**config.mk**
```make
export PLATFORM = sky130hd
export DESIGN_NAME = intr_ctrl
export DESIGN_NICKNAME = d
export VERILOG_FILES = /design/src/rtl/intr_ctrl_pkg.sv /design/src/rtl/intr_prio_enc.sv /design/src/rtl/intr_ctrl.sv
export SDC_FILE = /design/constraint.sdc
export NUM_CORES = 1
export LEC_CHECK = 0
export ABC_AREA = 1
export BUFFER_PORTS_ARGS = -buffer_cell sky130_fd_sc_hd__buf_2
export CORE_MARGIN = 5
export CORE_UTILIZATION = 32
export CTS_BUF_LIST = sky130_fd_sc_hd__clkbuf_4 sky130_fd_sc_hd__clkbuf_8
export DETAILED_ROUTE_END_ITERATION = 12
export PLACE_DENSITY = 0.73
export SLEW_MARGIN = 20
export SYNTH_ARGS = -nofsm -noshare
export SYNTH_HDL_FRONTEND = slang
export SYNTH_SLANG_ARGS = --single-unit
export TNS_END_PERCENT = 100
```
**constraint.sdc**
```tcl
create_clock -name clk -period 4.1 [get_ports clk]
set_clock_uncertainty 0.15 [all_clocks]
set_input_delay 0.615 -clock clk [delete_from_list [all_inputs] [get_ports clk]]
set_output_delay 0.615 -clock clk [all_outputs]
set_load 0.005 [all_outputs]
```
**src/rtl/intr_ctrl_pkg.sv**
```systemverilog
// intr_ctrl_pkg: register map, FSM states and the "no interrupt" claim ID
package intr_ctrl_pkg;
  localparam logic [3:0] ADDR_ENABLE = 4'h0;
  localparam logic [3:0] ADDR_PENDING = 4'h4;
  localparam logic [3:0] ADDR_CLAIM = 4'h8;
  localparam int ID_NONE = 0;
  typedef enum logic {IDLE, SERVICE} intr_state_t;
endpackage

```
**src/rtl/intr_prio_enc.sv**
```systemverilog
// intr_prio_enc: fixed-priority encoder, lowest set bit i reports ID i+1, empty reports 0
module intr_prio_enc #(
  parameter int NUM_SRC = 4,
  parameter int ID_W = $clog2(NUM_SRC + 1)
) (
  input logic [NUM_SRC-1:0] vec,
  output logic [ID_W-1:0] id
);
  always_comb begin
    id = '0;
    for (int i = NUM_SRC - 1; i >= 0; i--)
      if (vec[i]) id = ID_W'(i + 1);
  end
endmodule

```
**src/rtl/intr_ctrl.sv**
```systemverilog
// intr_ctrl: pending/enable interrupt controller with MMIO claim/complete handshake.
// Define INTR_EDGE_DETECT_EN to pend on rising edges of src_intr instead of levels.
module intr_ctrl
  import intr_ctrl_pkg::*;
#(
  parameter int NUM_SRC = 4,
  parameter int ID_W = $clog2(NUM_SRC + 1)
) (
  input logic clk,
  input logic rst,
  input logic [NUM_SRC-1:0] src_intr,
  input logic reg_wr,
  input logic reg_rd,
  input logic [3:0] reg_addr,
  input logic [31:0] reg_wdata,
  output logic [31:0] reg_rdata,
  output logic irq,
  output logic busy
);
  intr_state_t state;
  logic [NUM_SRC-1:0] enable, pending, masked, set, clr;
  logic [ID_W-1:0] id, claimed_id;
  logic claim, complete, unused;
  logic [31:0] rdata_nx;
  assign masked = pending & enable;
  intr_prio_enc #(.NUM_SRC(NUM_SRC), .ID_W(ID_W)) u_enc (.vec(masked), .id(id));
`ifdef INTR_EDGE_DETECT_EN
  logic [NUM_SRC-1:0] src_intr_d;
  always_ff @(posedge clk or posedge rst)
    if (rst) src_intr_d <= '0;
    else src_intr_d <= src_intr;
  assign set = src_intr & ~src_intr_d;
`else
  assign set = src_intr;
`endif
  assign claim = reg_rd && reg_addr == ADDR_CLAIM && state == IDLE && id != ID_W'(ID_NONE);
  assign complete = reg_wr && reg_addr == ADDR_CLAIM && state == SERVICE && reg_wdata[ID_W-1:0] == claimed_id;
  assign clr = claim ? NUM_SRC'(1) << (id - 1'b1) : '0;
  assign busy = state == SERVICE;
  assign unused = ^reg_wdata[31:NUM_SRC];
  always_comb
    rdata_nx = reg_addr == ADDR_ENABLE ? {{(32-NUM_SRC){1'b0}}, enable} :
               reg_addr == ADDR_PENDING ? {{(32-NUM_SRC){1'b0}}, pending} :
               reg_addr == ADDR_CLAIM ? 32'(state == IDLE ? id : claimed_id) : 32'd0;
  always_ff @(posedge clk or posedge rst) begin
    if (rst) begin
      state <= IDLE;
      enable <= '0;
      pending <= '0;
      claimed_id <= '0;
      irq <= 1'b0;
      reg_rdata <= '0;
    end else begin
      pending <= (pending & ~clr) | set;
      if (reg_wr && reg_addr == ADDR_ENABLE) enable <= reg_wdata[NUM_SRC-1:0];
      if (reg_rd) reg_rdata <= rdata_nx;
      irq <= state == IDLE && |masked;
      if (claim) begin
        state <= SERVICE;
        claimed_id <= id;
      end else if (complete) begin
        state <= IDLE;
        claimed_id <= '0;
      end
    end
  end
endmodule

```
-- After elaboration in Yosys (flattened, before gate mapping)
Index checks and enable logic that the tools add are counted.
- input bits: 44
- flip-flop bits (word level): 45
- logic and storage cells: 41
- output and inout bits: 34
- bitwise operators: 5
- shifts and indexed selects: 1
- add/subtract/negate cells: 1
- eq/ne operators: 3
- reductions and logical operators: 12
- muxes and demuxes: 13
- operators by type and width (operator ; number):
    $mux W3 ; 8
    $mux W4 ; 3
    $and A4 B4 Y4 ; 2
    $logic_and A1 B1 Y1 ; 8
    $eq A4 B3 Y1 const B ; 1
    $eq A4 B4 Y1 const B ; 1
    $logic_not A4 Y1 ; 1
    $not A4 Y4 ; 1
    $or A4 B4 Y4 ; 1
    $reduce_or A4 Y1 ; 1
    $shl A1 B3 Y4 const A ; 1
    $eq A3 B3 Y1 ; 1
    $reduce_bool A3 Y1 ; 1
    $sub A3 B1 Y3 const B ; 1
    $mux W1 ; 2
    $reduce_bool A2 Y1 ; 1
    $not A1 Y1 ; 1

-- Logic depth before layout (Yosys ltp)
- word-level depth: 11
- gate-level depth with buffers: 12
- mapped depth without buffers: 12

-- Modules after synthesis
Synthesis repeated with hierarchy kept, for this count alone.
- cells, all modules: 179
- area, all modules: 1237.4 µm²
- by module, submodules not included (module ; cells an instance ; sequential area each (µm²) ; area each (µm²) ; times used):
    intr_ctrl ; 170 ; 425.4 ; 1198.6 ; 1
    intr_prio_enc ; 9 ; 0.0 ; 38.8 ; 1

-- Least setup slack after synthesis
Ideal clock, no wire load.
- path kind: register -> register
- from: register pending[0]
- to: register pending[2]
- setup slack: 2352 ps
- setup time: 119 ps
- period minus slack after synthesis: 1748 ps
- required time: 3831 ps
- cell stages (with the launch flop): 12
- arrival: 1479 ps
- buffers on the path: 0
- path through: dfrtp_1 nand2_4 inv_1 nor2_1 nand2_1 ha_1 nor2_1 nand2_1 nor2_8 nand2_4 o21ai_2 nand2_1
- word-level cells in the longest chain between the ends: 8
- elaborated cells between the ends (all ways): 10
- those cells by class: 1 x add/sub; 1 x shift; 2 x mux; 4 x bitwise; 2 x reduce/logical
- ends and longest elaborated chain (element ; line ; text):
    from (decl) ; intr_ctrl.sv:21 ; logic [NUM_SRC-1:0] enable, pending, masked, set, clr;
    from (signal assigned) ; intr_ctrl.sv:54 ; pending <= (pending & ~clr) | set;
    $and A4 B4 Y4 (*) ; intr_ctrl.sv:25 ; assign masked = pending & enable;
    $mux W3 (*) ; intr_prio_enc.sv:12 ; if (vec[i]) id = ID_W'(i + 1);
    $sub A3 B1 Y3 or $reduce_bool A3 Y1 (tied branches) ; intr_ctrl.sv:38, intr_ctrl.sv:36 ;
    $shl A1 B3 Y4 or $logic_and A1 B1 Y1 (tied branches) ; intr_ctrl.sv:38, intr_ctrl.sv:36 ;
    $mux W4 (*) ; intr_ctrl.sv:38 ; assign clr = claim ? NUM_SRC'(1) << (id - 1'b1) : '0;
    $not A4 Y4 (*) ; intr_ctrl.sv:54 ;
    $and A4 B4 Y4 (*) ; intr_ctrl.sv:54 ;
    $or A4 B4 Y4 (*) ; intr_ctrl.sv:54 ;
Mark *: on every way between the ends. The rest lies on a longest branch, timed or not.
A chain may end at the register's enable or synchronous reset.

-- Final worst setup path
- from: register enable[1]
- to: register pending[2]
- word-level cells in the longest chain between the ends: 9
- elaborated cells between the ends (all ways): 11
- those cells by class: 1 x add/sub; 1 x shift; 3 x mux; 4 x bitwise; 2 x reduce/logical
- ends and longest elaborated chain (element ; line ; text):
    from (decl) ; intr_ctrl.sv:21 ;
    from (signal assigned) ; intr_ctrl.sv:55 ; if (reg_wr && reg_addr == ADDR_ENABLE) enable <= reg_wdata[NUM_SRC-1:0];
    $and A4 B4 Y4 (*) ; intr_ctrl.sv:25 ;
    $mux W3 (*) (2 in a row) ; intr_prio_enc.sv:12 ;
    $sub A3 B1 Y3 or $reduce_bool A3 Y1 (tied branches) ; intr_ctrl.sv:38, intr_ctrl.sv:36 ;
    $shl A1 B3 Y4 or $logic_and A1 B1 Y1 (tied branches) ; intr_ctrl.sv:38, intr_ctrl.sv:36 ;
    $mux W4 (*) ; intr_ctrl.sv:38 ;
    $not A4 Y4 (*) ; intr_ctrl.sv:54 ;
    $and A4 B4 Y4 (*) ; intr_ctrl.sv:54 ;
    $or A4 B4 Y4 (*) ; intr_ctrl.sv:54 ;
Marks and branches as above.

==> impl_metrics.xml <==
<?xml version="1.0" encoding="UTF-8"?>
<metrics>
  <group name="final_layout">
    <metric name="finalNonFillerCells" unit="">247</metric>
    <metric name="antennaDiodeCount" unit="">0</metric>
    <metric name="area_taken_by_flip_flops_and_latches" unit="um2">425</metric>
    <metric name="multi_input_comb_area" unit="um2">607</metric>
    <metric name="final_net_count" unit="">245</metric>
    <metric name="syn2layout_area_growth" unit="%">8.46</metric>
    <metric name="fraction_of_final_layout_cells_with_drive_strength_greater_than_1" unit="%">19.1</metric>
    <metric name="layout.filler_cells" unit="">421</metric>
  </group>
  <group name="clocking">
    <metric name="post_cts.resized_instances" unit="">0</metric>
    <metric name="cts_buffer_depth" unit="">2</metric>
    <metric name="cts_inserted_buffers" unit="">3</metric>
    <metric name="worst_skew_pair.late_latency" unit="ps">250</metric>
    <metric name="post-cts-setup-buffer-count" unit="">0</metric>
    <metric name="clock-sinks" unit="">17</metric>
    <metric name="ctsHtreeMaxLevel" unit="">1</metric>
    <metric name="tritoncts" unit="">yes</metric>
    <metric name="ctsHoldBuffers" unit="">0</metric>
    <metric name="clock_tree.root_cell" unit="">clkbuf_8</metric>
    <metric name="clock_pin_slew_on_the_worst_setup_and_hold_paths" unit="ps">70</metric>
  </group>
  <group name="synth">
    <metric name="mapped_avg_cell_area" unit="um2">7.10</metric>
    <metric name="flops_latches_synth" unit="">17</metric>
    <metric name="synth.largest_area_cell" unit="">dfrtp_1</metric>
    <metric name="ys_top_cells_by_area" unit="">dfrtp_1 (34%), nand2_1 (18%), buf_4 (17%), inv_1 (7.6%), nand3_1 (3.6%)</metric>
    <metric name="synth_sequential_area_ratio" unit="%">34.2</metric>
    <metric name="library_cells_used_by_synthesis" unit="">19</metric>
    <metric name="postSynthCellCount" unit="">175</metric>
    <metric name="yosysWarningCount" unit="">0</metric>
    <metric name="syn-cell-area" unit="mm2">0.00124</metric>
    <metric name="synth_top_cell_area_share" unit="%">34.2</metric>
  </group>
  <group name="timing">
    <metric name="setup-tns-final" unit="ps">0</metric>
    <metric name="max_clock_freq" unit="GHz">0.511</metric>
    <metric name="fin_hold_ws" unit="ps">306</metric>
    <metric name="grt_setup_unrepaired" unit="">false</metric>
    <metric name="min_period_over_period" unit="%">47.8</metric>
    <metric name="timing.slew.headroom" unit="%">54.6</metric>
    <metric name="fin_crit" unit="ps">1960</metric>
    <metric name="report.final.setup_viol" unit="">0</metric>
    <metric name="drv_slew" unit="">0</metric>
    <metric name="tightest_slew" unit="ps">681</metric>
    <metric name="final_hold_viol_count" unit="">0</metric>
  </group>
  <group name="die">
    <metric name="die_w" unit="um">72.3</metric>
    <metric name="core_region_area" unit="mm2">0.00372</metric>
    <metric name="io_pins" unit="">78</metric>
    <metric name="std_cell_rows" unit="">22</metric>
    <metric name="dieArea" unit="mm2">0.00523</metric>
    <metric name="initial_core_utilization" unit="%">33.4</metric>
    <metric name="die_span_y" unit="um">72.3</metric>
  </group>
  <group name="critical_path">
    <metric name="setup.worst_path.end_class" unit="">flop</metric>
    <metric name="ff2ff_path_depth" unit="">12</metric>
    <metric name="timing.critical_path.required" unit="ps">4090</metric>
    <metric name="timing.critical_path.from_type" unit="">flop</metric>
    <metric name="worstSetupPathType" unit="">flop to flop</metric>
    <metric name="arrival" unit="ps">1950</metric>
    <metric name="critical_path_peak_fanout" unit="">5</metric>
    <metric name="timing.reg2reg.setup_slack" unit="ps">2140</metric>
  </group>
  <group name="global_route">
    <metric name="grt_first_pass_wirelength" unit="um">4150</metric>
    <metric name="gr-usage-all-layers" unit="%">10.0</metric>
    <metric name="globalRoute.totalOverflow" unit="">0</metric>
    <metric name="antenna_violations_before_repair" unit="">0</metric>
    <metric name="grt_pass1_vias" unit="">931</metric>
    <metric name="grt_start_max_net_pins" unit="">18</metric>
  </group>
  <group name="drt">
    <metric name="ant_nets" unit="">0</metric>
    <metric name="wl_per_cell" unit="um">10.3</metric>
    <metric name="avgViaCountPerCell" unit="">4.04</metric>
    <metric name="post-route-drc-count" unit="">0</metric>
    <metric name="firstDrtPassIters" unit="">4</metric>
    <metric name="drtIter0Drc" unit="">60</metric>
    <metric name="finalWirelength" unit="um">2550</metric>
    <metric name="dr_total_vias" unit="">998</metric>
  </group>
  <group name="flow_run">
    <metric name="timing.max_cap.violations" unit="">0</metric>
  </group>
  <group name="min_path">
    <metric name="min-delay-path-class" unit="">input pin to asynchronous set/reset pin</metric>
  </group>
  <group name="pwr">
    <metric name="vdd.ir_drop.worst" unit="mV">0.137</metric>
    <metric name="power.leakage" unit="uW">0.000825</metric>
    <metric name="power.density" unit="mW/mm2">379</metric>
  </group>
  <group name="place">
    <metric name="placed_cells_incl_taps" unit="">243</metric>
    <metric name="gpl.final_weighted_congestion" unit="">0.861</metric>
    <metric name="hpwl_detailed" unit="um">2150</metric>
    <metric name="place.port_buffers" unit="">21</metric>
  </group>
  <group name="outcome">
    <metric name="run_status" unit="">completed</metric>
  </group>
</metrics>
## power by group
group	switching, uW	total, uW	internal, uW
Clock	56.9	133	75.6
Combinational	98.6	153	54.6
Sequential	29.3	225	196
## cells in the final DEF (no fill, tap or decap)
cell and instances:
nand2_2 1, buf_2 21, a22o_1 1, inv_2 2, nor2_8 1, clkbuf_8 3
nand2_4 2, a21oi_1 2, o21ai_2 4, nand3_1 9, conb_1 28, nand2_1 59
ha_1 1, nor2_2 1, nor3_4 1, dfrtp_1 17, o21ai_0 7, nor2_1 12
nand3_4 1, inv_1 25, clkbuf_4 1
## final timing paths
check,end,from
max in group asynchronous,pending[2]$_DFF_PP0_,rst
hold reg to reg,reg_rdata[2]$_DFFE_PP0P_,reg_rdata[2]$_DFFE_PP0P_
hold / removal,claimed_id[0]$_DFFE_PP0P_,rst
min in group clk,reg_rdata[2]$_DFFE_PP0P_,reg_rdata[2]$_DFFE_PP0P_
setup / recovery,pending[2]$_DFF_PP0_,enable[1]$_DFFE_PP0P_
setup reg to reg,pending[2]$_DFF_PP0_,enable[1]$_DFFE_PP0P_
## state kept, by name, indices dropped and copies added, names as in the netlist
| register | cells |
|---|---|
| pending | 4 |
| claimed_id | 3 |
| busy | 1 |
| irq | 1 |
| reg_rdata | 4 |
| enable | 4 |
## cell families after synthesis
| kind of cell | share of synthesized area, % |
|---|---|
| other | 0.302 |
| AO/OA/AOI/OAI | 7.15 |
| buffers and inverters | 25.1 |
| adder cells (fa/ha/maj) | 1.01 |
| flip-flops | 34.2 |
| AND/OR/NAND/NOR | 32.2 |
## through the flow
step | instance area, um2 | setup slack, ps | power [uW] | util (%)
after floorplan | 1340 | 2350 | 351 | -
after global placement | 1300 | 2210 | 376 | 34.9
after detailed placement | 1300 | 2160 | 383 | 34.9
after CTS | 1350 | 2140 | 516 | 36.3
after global routing | 1350 | 1960 | 552 | 36.3
final | 1350 | 2140 | 511 | 36.3
## critical path, stage by stage, from the launching register on
cell and delay (ps):
dfrtp_1 410, nand2_1 110, nand2_1 120, inv_1 80, nand2_1 100, inv_1 70
ha_1 170, nor2_1 80, nand2_1 120, nor2_8 170, nand2_4 80, o21ai_2 120
nand2_1 60
## cell type report
type,instances,area share [%]
clock buffers,4,3.62
inverters,27,7.52
multi-input cells,130,45.0
flip-flops and latches,17,31.6
well taps,48,4.46
repair buffers,21,7.80
## per-layer routing
metal,GRT usage [%],vias up,part of all wire [%]
met5,0,-,0
met2,16.9,36,47
li1,-,518,-
met1,12.8,440,45
met4,3.13,0,1.1
met3,1.94,4,7.4
## cell usage after synthesis (all sizes together)
| library cell | number |
|---|---|
| inv | 27 |
| o21ai | 11 |
| conb | 1 |
| nand3 | 10 |
| buf | 28 |
| nor3 | 1 |
| ha | 1 |
| a21oi | 2 |
| nor2 | 14 |
| a22o | 1 |
| dfrtp | 17 |
| nand2 | 62 |
No activity file was read; power rests on OpenSTA's default activity.
